$ cat src/rtl/pipelined_adder.sv
// Pipelined add/subtract: WIDTH bits split into STAGES ripple chunks, one result per clock.
// Optional two's-complement overflow output is enabled by defining PIPE_ADD_OVF_EN.
module pipelined_adder #(
  parameter int WIDTH  = 32,
  parameter int STAGES = 4
) (
  input  logic             clk,
  input  logic             rst,
  input  logic             in_valid,
  output logic             in_ready,
  input  logic [WIDTH-1:0] a,
  input  logic [WIDTH-1:0] b,
  input  logic             cin,
  input  logic             sub,
  output logic             out_valid,
  input  logic             out_ready,
  output logic [WIDTH-1:0] sum,
  output logic             cout
`ifdef PIPE_ADD_OVF_EN
  ,
  output logic             ovf
`endif
);

  localparam int CHUNK = WIDTH / STAGES;
  localparam int CW    = CHUNK + 1;

  if ((STAGES < 1) || (STAGES > WIDTH) || ((WIDTH % STAGES) != 0)) begin : g_bad_cfg
    $error("pipelined_adder: WIDTH must be a multiple of STAGES and 1 <= STAGES <= WIDTH");
  end

  logic             stall_s;
  logic [WIDTH-1:0] bb_s;
  logic             c0_s;

  assign bb_s     = sub ? ~b : b;
  assign c0_s     = sub ? ~cin : cin;
  assign stall_s  = out_valid && !out_ready;
  assign in_ready = !stall_s;

  // Stage g consumes the lowest remaining chunk of the skewed operands and
  // appends its result chunk to the deskewed partial sum from stage g-1.
  for (genvar g = 0; g < STAGES; g++) begin : g_stage
    localparam int REM = WIDTH - g * CHUNK;
    localparam int LOW = g * CHUNK;

    logic [REM-1:0]       a_src_s;
    logic [REM-1:0]       bb_src_s;
    logic                 c_src_s;
    logic                 v_src_s;
    logic [CHUNK:0]       part_s;
    logic [LOW+CHUNK-1:0] sum_nxt_s;

    logic                 v_r;
    logic                 c_r;
    logic [LOW+CHUNK-1:0] sum_r;

    if (g == 0) begin : g_first
      assign a_src_s   = a;
      assign bb_src_s  = bb_s;
      assign c_src_s   = c0_s;
      assign v_src_s   = in_valid;
      assign sum_nxt_s = part_s[CHUNK-1:0];
    end else begin : g_next
      assign a_src_s   = g_stage[g-1].g_skew.a_r;
      assign bb_src_s  = g_stage[g-1].g_skew.bb_r;
      assign c_src_s   = g_stage[g-1].c_r;
      assign v_src_s   = g_stage[g-1].v_r;
      assign sum_nxt_s = {part_s[CHUNK-1:0], g_stage[g-1].sum_r};
    end

    assign part_s = {1'b0, a_src_s[CHUNK-1:0]} + {1'b0, bb_src_s[CHUNK-1:0]} + CW'(c_src_s);

    always_ff @(posedge clk) begin
      if (rst) begin
        v_r   <= 1'b0;
        c_r   <= 1'b0;
        sum_r <= '0;
      end else if (!stall_s) begin
        v_r   <= v_src_s;
        c_r   <= part_s[CHUNK];
        sum_r <= sum_nxt_s;
      end
    end

    if (g < STAGES - 1) begin : g_skew
      logic [REM-CHUNK-1:0] a_r;
      logic [REM-CHUNK-1:0] bb_r;

      always_ff @(posedge clk) begin
        if (rst) begin
          a_r  <= '0;
          bb_r <= '0;
        end else if (!stall_s) begin
          a_r  <= a_src_s[REM-1:CHUNK];
          bb_r <= bb_src_s[REM-1:CHUNK];
        end
      end
    end

`ifdef PIPE_ADD_OVF_EN
    if (g == STAGES - 1) begin : g_ovf
      logic ovf_r;

      // Top chunk holds the operand MSBs, so overflow is resolved here.
      always_ff @(posedge clk) begin
        if (rst) begin
          ovf_r <= 1'b0;
        end else if (!stall_s) begin
          ovf_r <= (a_src_s[CHUNK-1] == bb_src_s[CHUNK-1]) &&
                   (part_s[CHUNK-1] != a_src_s[CHUNK-1]);
        end
      end
    end
`endif
  end

  assign out_valid = g_stage[STAGES-1].v_r;
  assign sum       = g_stage[STAGES-1].sum_r;
  assign cout      = g_stage[STAGES-1].c_r;
`ifdef PIPE_ADD_OVF_EN
  assign ovf       = g_stage[STAGES-1].g_ovf.ovf_r;
`endif

endmodule
$ cat config.mk
export PLATFORM = sky130hd
export DESIGN_NAME = pipelined_adder
export DESIGN_NICKNAME = d
export VERILOG_FILES = /design/src/rtl/pipelined_adder.sv
export SDC_FILE = /design/constraint.sdc
export NUM_CORES = 1
export LEC_CHECK = 0
export BUFFER_PORTS_ARGS = -buffer_cell sky130_fd_sc_hd__buf_2
export CAP_MARGIN = 20
export CORE_ASPECT_RATIO = 0.8
export CORE_UTILIZATION = 57
export CTS_BUF_LIST = sky130_fd_sc_hd__clkbuf_16
export DETAILED_ROUTE_END_ITERATION = 10
export PLACE_DENSITY = 0.89
export SLEW_MARGIN = 20
export SYNTH_ARGS = -nofsm -noshare
export SYNTH_HDL_FRONTEND = slang
export SYNTH_SLANG_ARGS = --single-unit
$ cat constraint.sdc
create_clock -name clk -period 3.5 [get_ports clk]
set_input_delay 0.875 -clock clk [delete_from_list [all_inputs] [get_ports clk]]
set_output_delay 0.875 -clock clk [all_outputs]
set_load 0.05 [all_outputs]
==> results of run 1 <==
==> logic make-up (layout without fill, tap and decap cells) <==
logic type	count (synthesis)	count (layout)	synth area share (%)
adders and majority gates	36	36	6.457
AOI/OAI and AO/OA	241	241	18.06
buffers and inverters	76	157	4.842
muxes	7	7	0.9970
other	0	1	0
xor gates and xnor gates	47	47	5.207
DFF	184	184	46.59
and+or+nand+nor	346	346	17.85
==> cell type report <==
cell class | count | area (um^2) | area share (%)
multi-input combinational | 677 | 3847 | 42.82
antenna | 1 | 2.502 | 0.02785
inverter | 11 | 46.29 | 0.5152
clock buffer | 17 | 425.4 | 4.734
sequential | 184 | 3684 | 40.99
clock inverter | 15 | 128.9 | 1.434
timing repair buffer | 114 | 626.9 | 6.976
tap | 180 | 225.2 | 2.506
==> metrics by stage <==
step                instance area, um^2  total power, W  setup slack [ps]
floorplan                          7906        0.002750             424.0
global placement                   8429        0.002881             502.1
detailed placement                 8429        0.002903             435.0
CTS                                8984        0.004689             880.8
global route                       8984        0.004867             802.6
finish                             8986        0.004667             853.2
==> worst max-delay path: stages <==
cell and delay [ps]:
buf_2 190, xor2_1 210, fa_1 440, inv_1 90
fa_1 230, nor2b_4 60, o2111a_1 260, or3_1 360
a32o_1 250
==> layer usage <==
| layer | global-route usage [%] | share of wire [%] | vias up |
|---|---|---|---|
| met3 | 5.603 | 4.2 | 18 |
| met4 | 7.711 | 1.2 | 0 |
| li1 | - | - | 3306 |
| met1 | 33.38 | 50 | 2903 |
| met2 | 37.50 | 45 | 136 |
| met5 | 0 | 0 | - |
==> synthesized netlist by cell type (all sizes together) (2+ instances only) <==
library cell,number,area share (%)
a21o,14,1.3
o21bai,4,0.38
inv,11,0.52
nor4,3,0.24
a211oi,36,3.4
o2bb2ai,4,0.44
fa,8,2.0
nor3b,6,0.57
a211o,3,0.33
ha,28,4.4
clkbuf,22,1.0
nor3,4,0.25
o21ai,10,0.63
a21oi,155,9.8
xor2,13,1.4
and3,7,0.57
mux2,7,1.0
xnor2,34,3.8
nand3b,6,0.57
nand2b,4,0.32
buf,43,3.3
a221oi,3,0.57
nor2,37,1.8
dfxtp,184,47
nand2,272,13
nor2b,2,0.25
o22ai,6,0.47
or3,2,0.16
==> where the power goes <==
| group | switching, W | internal, W |
|---|---|---|
| Clock | 0.000825 | 0.000979 |
| Sequential | 0.0000789 | 0.00224 |
| Combinational | 0.000321 | 0.000227 |
==> state kept, by name (all words and copies together), names as in the netlist <==
register / cells
cout: 1
g_stage.g_skew.bb_r: 48
g_stage.c_r: 3
g_stage.sum_r: 48
g_stage.v_r: 3
g_stage.g_skew.a_r: 48
sum: 32
out_valid: 1
==> worst paths after layout <==
check                              start                                end  slack [ps]  cells past startpoint
min reg2reg         sum[25]$_SDFFE_PP0N_               sum[25]$_SDFFE_PP0N_         450                      2
max                                  sub   g_stage[0].sum_r[6]$_SDFFE_PP0N_         850                      9
min                 sum[25]$_SDFFE_PP0N_               sum[25]$_SDFFE_PP0N_         450                      2
max reg2reg  g_stage[0].c_r$_SDFFE_PP0N_  g_stage[1].sum_r[14]$_SDFFE_PP0N_        1300                      6
==> summary.md, run 1 <==
| Metric | Value |
|---|---|
| Status | finished, final reports clean |
| Rows | 38 |
| Nets | between 1000 and 1500 |
| Die width | roughly 130 um |
| Synth async-reset ratio | 0% |
| 1st-pass router iterations | 5 |
| Total core area | approximately 14000 um^2 |
| Total CTS buffers | 17 |
| Vias/cell | 5.307 |
| Routed Antenna Nets | 0 |
| Initial detailed-routing violation count | between 300 and 400 |
| # DRC | 0 |
| WL final | 16480 um |
| Synth Net Count | 1043 |
| Largest net degree at the start of global routing | ~150 |
| Fraction of layout cells with a size suffix above 1 | approximately 16% |
| Req. time, crit path | between 3000 and 4000 ps |
| Port Buffer Count | 104 |
| CTS sink count | 184 |
| Synth warn | 0 |
| Commonest non-fill, non-tap cell in the layout | nand2_1 |
| Tightest Pin Transition | 794.6 ps |
| Final Max Tran Viols | 0 |
| Worst Setup Path Type | primary input to flip-flop |
| Setup TNS | 0 ps |
| Dpl hpwl | 10690 um |
| Starting Density | roughly 58% |
| Prevailing post-synth register cell | dfxtp_1 |
| Die area | ~14000 um^2 |
| Sequential share of the synthesized area | 46.59% |
| GRT overflow | 0 |
| WP data arrival | between 2000 and 3000 ps |
| Worst hold margin | approximately 450 ps |
| Max Clk Rate | 0.3778 GHz |
| Unrepaired setup endpoints after global routing | false |
| Maximum buffer depth of the clock tree | 2 |
| Final Critical Period | about 2600 ps |
| Initial antenna violation count | 0 |
| TritonCTS clock tree | built |
| Area delta synth->final | 13.66% |
| Max-slew headroom | 46.83% |
| CTS Root Cell | clkbuf_16 |
| Most frequent cells in the layout | nand2_1, dfxtp_1, a21oi_1 |
| Leak Pwr | ~3.8 nW |
| Chip Height | between 100 and 150 um |
| Number of global-route vias before repair | around 5900 |
| Syn Std Cell Area | 7906 um^2 |
| CTS resizes | 0 |
| Tcrit/Tclk final | roughly 76% |
| Max FO, Critical Path | 7 |
| Worst vdd ir | roughly 450 uV |
| # H-tree levels | 4 |
| First-pass GRT wire length | between 20000 and 30000 um |
| Pwr dens | just over 500 nW/um^2 |
| Routed vias | 6363 |
| Critical Path End Type | flip-flop |
| Clk pin slew, worst setup/hold paths | 70 ps |
| WL/cell | 13.74 um |
| Worst hold path type | flip-flop to flip-flop |
| RePlAce Congestion | 0.8102 |
| Post-CTS Setup Inserts | 0 |
| Synth cell types | 43 |
| Gr usage total | 24.20% |
| Post-route non-filler standard cell count | 1199 |
| Clock skew | between 9 and 10 ps |
| Synth Area per Inst | around 8.4 um^2 |
| Post-cts hold buffer count | 0 |
| Io pins | roughly 110 |
| Final-report setup violation count | 0 |
| Max cap viols | 0 |
| EDFF count, synth | 0 |
| Critical path startpoint category | primary input |
| Synth Register Bits | between 150 and 200 |
| # fillers | between 1000 and 1500 |
| Final Hold Fails | 0 |
| Post-synthesis cell count | between 900 and 1000 |
| Clk_lat worst skew | ~430 ps |
| DP Cell Count | 1166 |
| Post-route core utilization | approximately 66% |
No activity file was read; power rests on OpenSTA's default activity.
==> inputs of run 2 (changes only) <==
--- a/config.mk
+++ b/config.mk
@@ -5,13 +5,14 @@
 export SDC_FILE = /design/constraint.sdc
 export NUM_CORES = 1
 export LEC_CHECK = 0
+export ABC_AREA = 1
 export BUFFER_PORTS_ARGS = -buffer_cell sky130_fd_sc_hd__buf_2
 export CAP_MARGIN = 20
 export CORE_ASPECT_RATIO = 0.8
-export CORE_UTILIZATION = 57
+export CORE_UTILIZATION = 52
 export CTS_BUF_LIST = sky130_fd_sc_hd__clkbuf_16
 export DETAILED_ROUTE_END_ITERATION = 10
-export PLACE_DENSITY = 0.89
+export PLACE_DENSITY = 0.86
 export SLEW_MARGIN = 20
 export SYNTH_ARGS = -nofsm -noshare
 export SYNTH_HDL_FRONTEND = slang
==> constraint.sdc (replaced) <==
create_clock -name clk -period 2.37 [get_ports clk]
set_input_delay 0.5925 -clock clk [delete_from_list [all_inputs] [get_ports clk]]
set_output_delay 0.5925 -clock clk [all_outputs]
set_load 0.05 [all_outputs]
==> summary.md, run 2 <==
| Metric | Value |
|---|---|
| CTS Root Cell | clkbuf_16 |
| Top-count cell post-synth | nor2_1 |
| Clk pin slew, worst setup/hold paths | about 60 ps |
| Number of global-route vias before repair | slightly below 6000 |
| Total CTS buffers | 17 |
| FF-to-FF Start | g_stage[1].c_r$_SDFFE_PP0N_ |
| Crit path buf inv count | 3 |
| WP depth | 4 |
| Yosys top cell by area | dfxtp_1 |
| Most frequent cells in the layout | nor2_1, dfxtp_1, o21ai_0 |
| N_diodes | 0 |
| Max-slew headroom | ~64% |
| Final Hold Fails | 0 |
| WL final | 15330 um |
| Synth cell types | 30 |
| Die width | ~140 um |
| Total core area | between 15000 and 20000 um^2 |
| Synth warn | 0 |
| Critical-path top delay cell | dfxtp_1 |
| Worst vdd ir | between 400 and 500 uV |
| Fraction of layout cells with a size suffix above 1 | 14.25% |
| Starting Density | a little over half |
| Synth cell count leaders | nor2_1, dfxtp_1, o21ai_0 |
| Synth Register Bits | around 180 |
| Critical Path End Type | primary output |
| Tcrit/Tclk final | ~83% |
| CTS resizes | 0 |
| Crit-path cells | inv_1 -> nor2_4 -> inv_6 -> buf_2 |
| Status | finished, final reports clean |
| Unrepaired setup endpoints after global routing | false |
| Top cell type's share of synthesized area | a little under half |
| Max FO, Critical Path | 25 |
| Multi-input gate area | about 3800 um^2 |
| WP data arrival | between 1000 and 1500 ps |
| RePlAce Congestion | roughly 0.85 |
| Reg-to-reg setup timing slack | roughly 440 ps |
| 1st-pass router iterations | 4 |
| Routed Antenna Nets | 0 |
| End point of the critical path | in_ready |
| Prevailing post-synth register cell | dfxtp_1 |
| Io pins | 105 |
| Worst hold path type | primary input to flip-flop |
| Top Registers | g_stage.g_skew.a_r (48), g_stage.g_skew.bb_r (48), g_stage.sum_r (48) |
| Final Max Tran Viols | 0 |
| Synth Area per Inst | approximately 7.7 um^2 |
| WL/cell | 11.38 um |
| CTS sink count | 184 |
| Nets | 1230 |
| # H-tree levels | 4 |
| Cells on worst reg2reg path | 10 |
| Routed vias | roughly 6600 |
| Die area | between 15000 and 20000 um^2 |
| Sequential share of the synthesized area | about 45% |
| Area contributors post-synth | dfxtp_1, nor2_1, o21ai_0 |
| Port Buffer Count | 104 |
| Synth async-reset ratio | 0% |
| Tightest Pin Transition | between 500 and 600 ps |
| Clk_lat worst skew | around 420 ps |
| Synth Net Count | 1156 |
| # fillers | about 1300 |
| Syn Std Cell Area | roughly 8100 um^2 |
| EDFF count, synth | 0 |
| Chip Height | roughly 110 um |
| Initial detailed-routing violation count | roughly 420 |
| Post-cts hold buffer count | 0 |
| Initial antenna violation count | 2 |
| Maximum buffer depth of the clock tree | 2 |
| Dpl hpwl | roughly 10000 um |
| Req. time, crit path | between 1500 and 2000 ps |
| Commonest non-fill, non-tap cell in the layout | nor2_1 |
| Clock skew | between 8 and 9 ps |
| Register area | approximately 3700 um^2 |
| Max cap viols | 0 |
| Pwr dens | a little under 800 nW/um^2 |
| Setup TNS | 0 ps |
| Worst path max stage delay | roughly 320 ps |
| DP Cell Count | ~1300 |
| Vias/cell | between 4 and 5 |
| Post-synthesis cell count | between 1000 and 1500 |
| TritonCTS clock tree | built |
| # DRC | 0 |
| Critical path's top delay family | buffers and inverters |
| Leak Pwr | approximately 4.8 nW |
| Largest net degree at the start of global routing | 137 |
| Area delta synth->final | 14.12% |
| GRT overflow | 0 |
| Post-CTS Setup Inserts | 0 |
| Final-report setup violation count | 0 |
| R2R Path End | g_stage[2].sum_r[22]$_SDFFE_PP0N_ |
| Final Critical Period | around 2000 ps |
| Max Clk Rate | 0.5082 GHz |
| Rows | 40 |
| Critical path startpoint category | flip-flop |
| CP startpoint | out_valid$_SDFFE_PP0N_ |
| Gr usage total | between 20 and 25% |
| Post-route non-filler standard cell count | roughly 1300 |
| Worst Setup Path Type | flip-flop to primary output |
| First-pass GRT wire length | ~26000 um |
-- run 2: how the worst min path moves through the flow --
stage	from	end	slack (ps)	cells past startpoint
after global routing	rst	out_valid$_SDFFE_PP0N_	360	2
final	rst	out_valid$_SDFFE_PP0N_	370	2
after floorplan	g_stage[0].g_skew.bb_r[19]$_SDFFE_PP0N_	g_stage[1].g_skew.bb_r[11]$_SDFFE_PP0N_	420	2
after CTS	rst	out_valid$_SDFFE_PP0N_	360	2
after global placement	g_stage[0].g_skew.bb_r[20]$_SDFFE_PP0N_	g_stage[1].g_skew.bb_r[12]$_SDFFE_PP0N_	440	2
after detailed placement	g_stage[0].g_skew.bb_r[20]$_SDFFE_PP0N_	g_stage[1].g_skew.bb_r[12]$_SDFFE_PP0N_	440	2
-- run 2: through the flow --
step | util (%) | hold slack, ps | total power, W | instance area [um^2] | setup slack [ps]
detailed placement | 57.44 | 436.9 | 0.004504 | 8711 | 87.29
global placement | 57.44 | 435.8 | 0.004470 | 8711 | 153.0
CTS | 61.16 | 363.9 | 0.007197 | 9275 | 389.1
finish | 61.16 | 373.3 | 0.007131 | 9275 | 402.3
global route | 61.16 | 362.7 | 0.007507 | 9275 | 314.9
floorplan | - | 424.0 | 0.004261 | 8128 | 35.23
-- run 2: report_power, final --
group	total (W)	internal [W]	switching, W
clock	0.00269	0.00153	0.00116
sequential	0.00347	0.00335	0.000127
combinational	0.000965	0.000375	0.000590
-- run 2: kinds of logic (layout without fill, tap and decap cells) --
kind of cell / Yosys count / count (layout) / synth area share (%)
DFF: 184 / 184 / 45.32
xor gates and xnor gates: 45 / 45 / 4.849
adders and majority gates: 36 / 36 / 6.281
AOI/OAI and AO/OA: 234 / 234 / 14.99
buffers and inverters: 139 / 226 / 8.174
and+or+nand+nor: 412 / 412 / 20.38
-- run 2: final cells by class --
| type | count | share of cell area, % |
|---|---|---|
| clock buffers | 17 | 4.587 |
| flip-flops and latches | 184 | 39.71 |
| repair buffers | 119 | 7.500 |
| multi-input cells | 727 | 40.75 |
| inverters | 75 | 3.116 |
| clock inverters | 15 | 1.497 |
| well taps | 210 | 2.833 |
-- run 2: per-layer routing --
layer	vias up	routed length (um)	GRT usage, %	part of all wire [%]
met2	122	7074	34.32	46
met3	18	542	5.374	3.5
met1	2907	7495	25.17	49
li1	3516	-	-	-
met5	-	27	0	0.18
met4	4	187	6.165	1.2
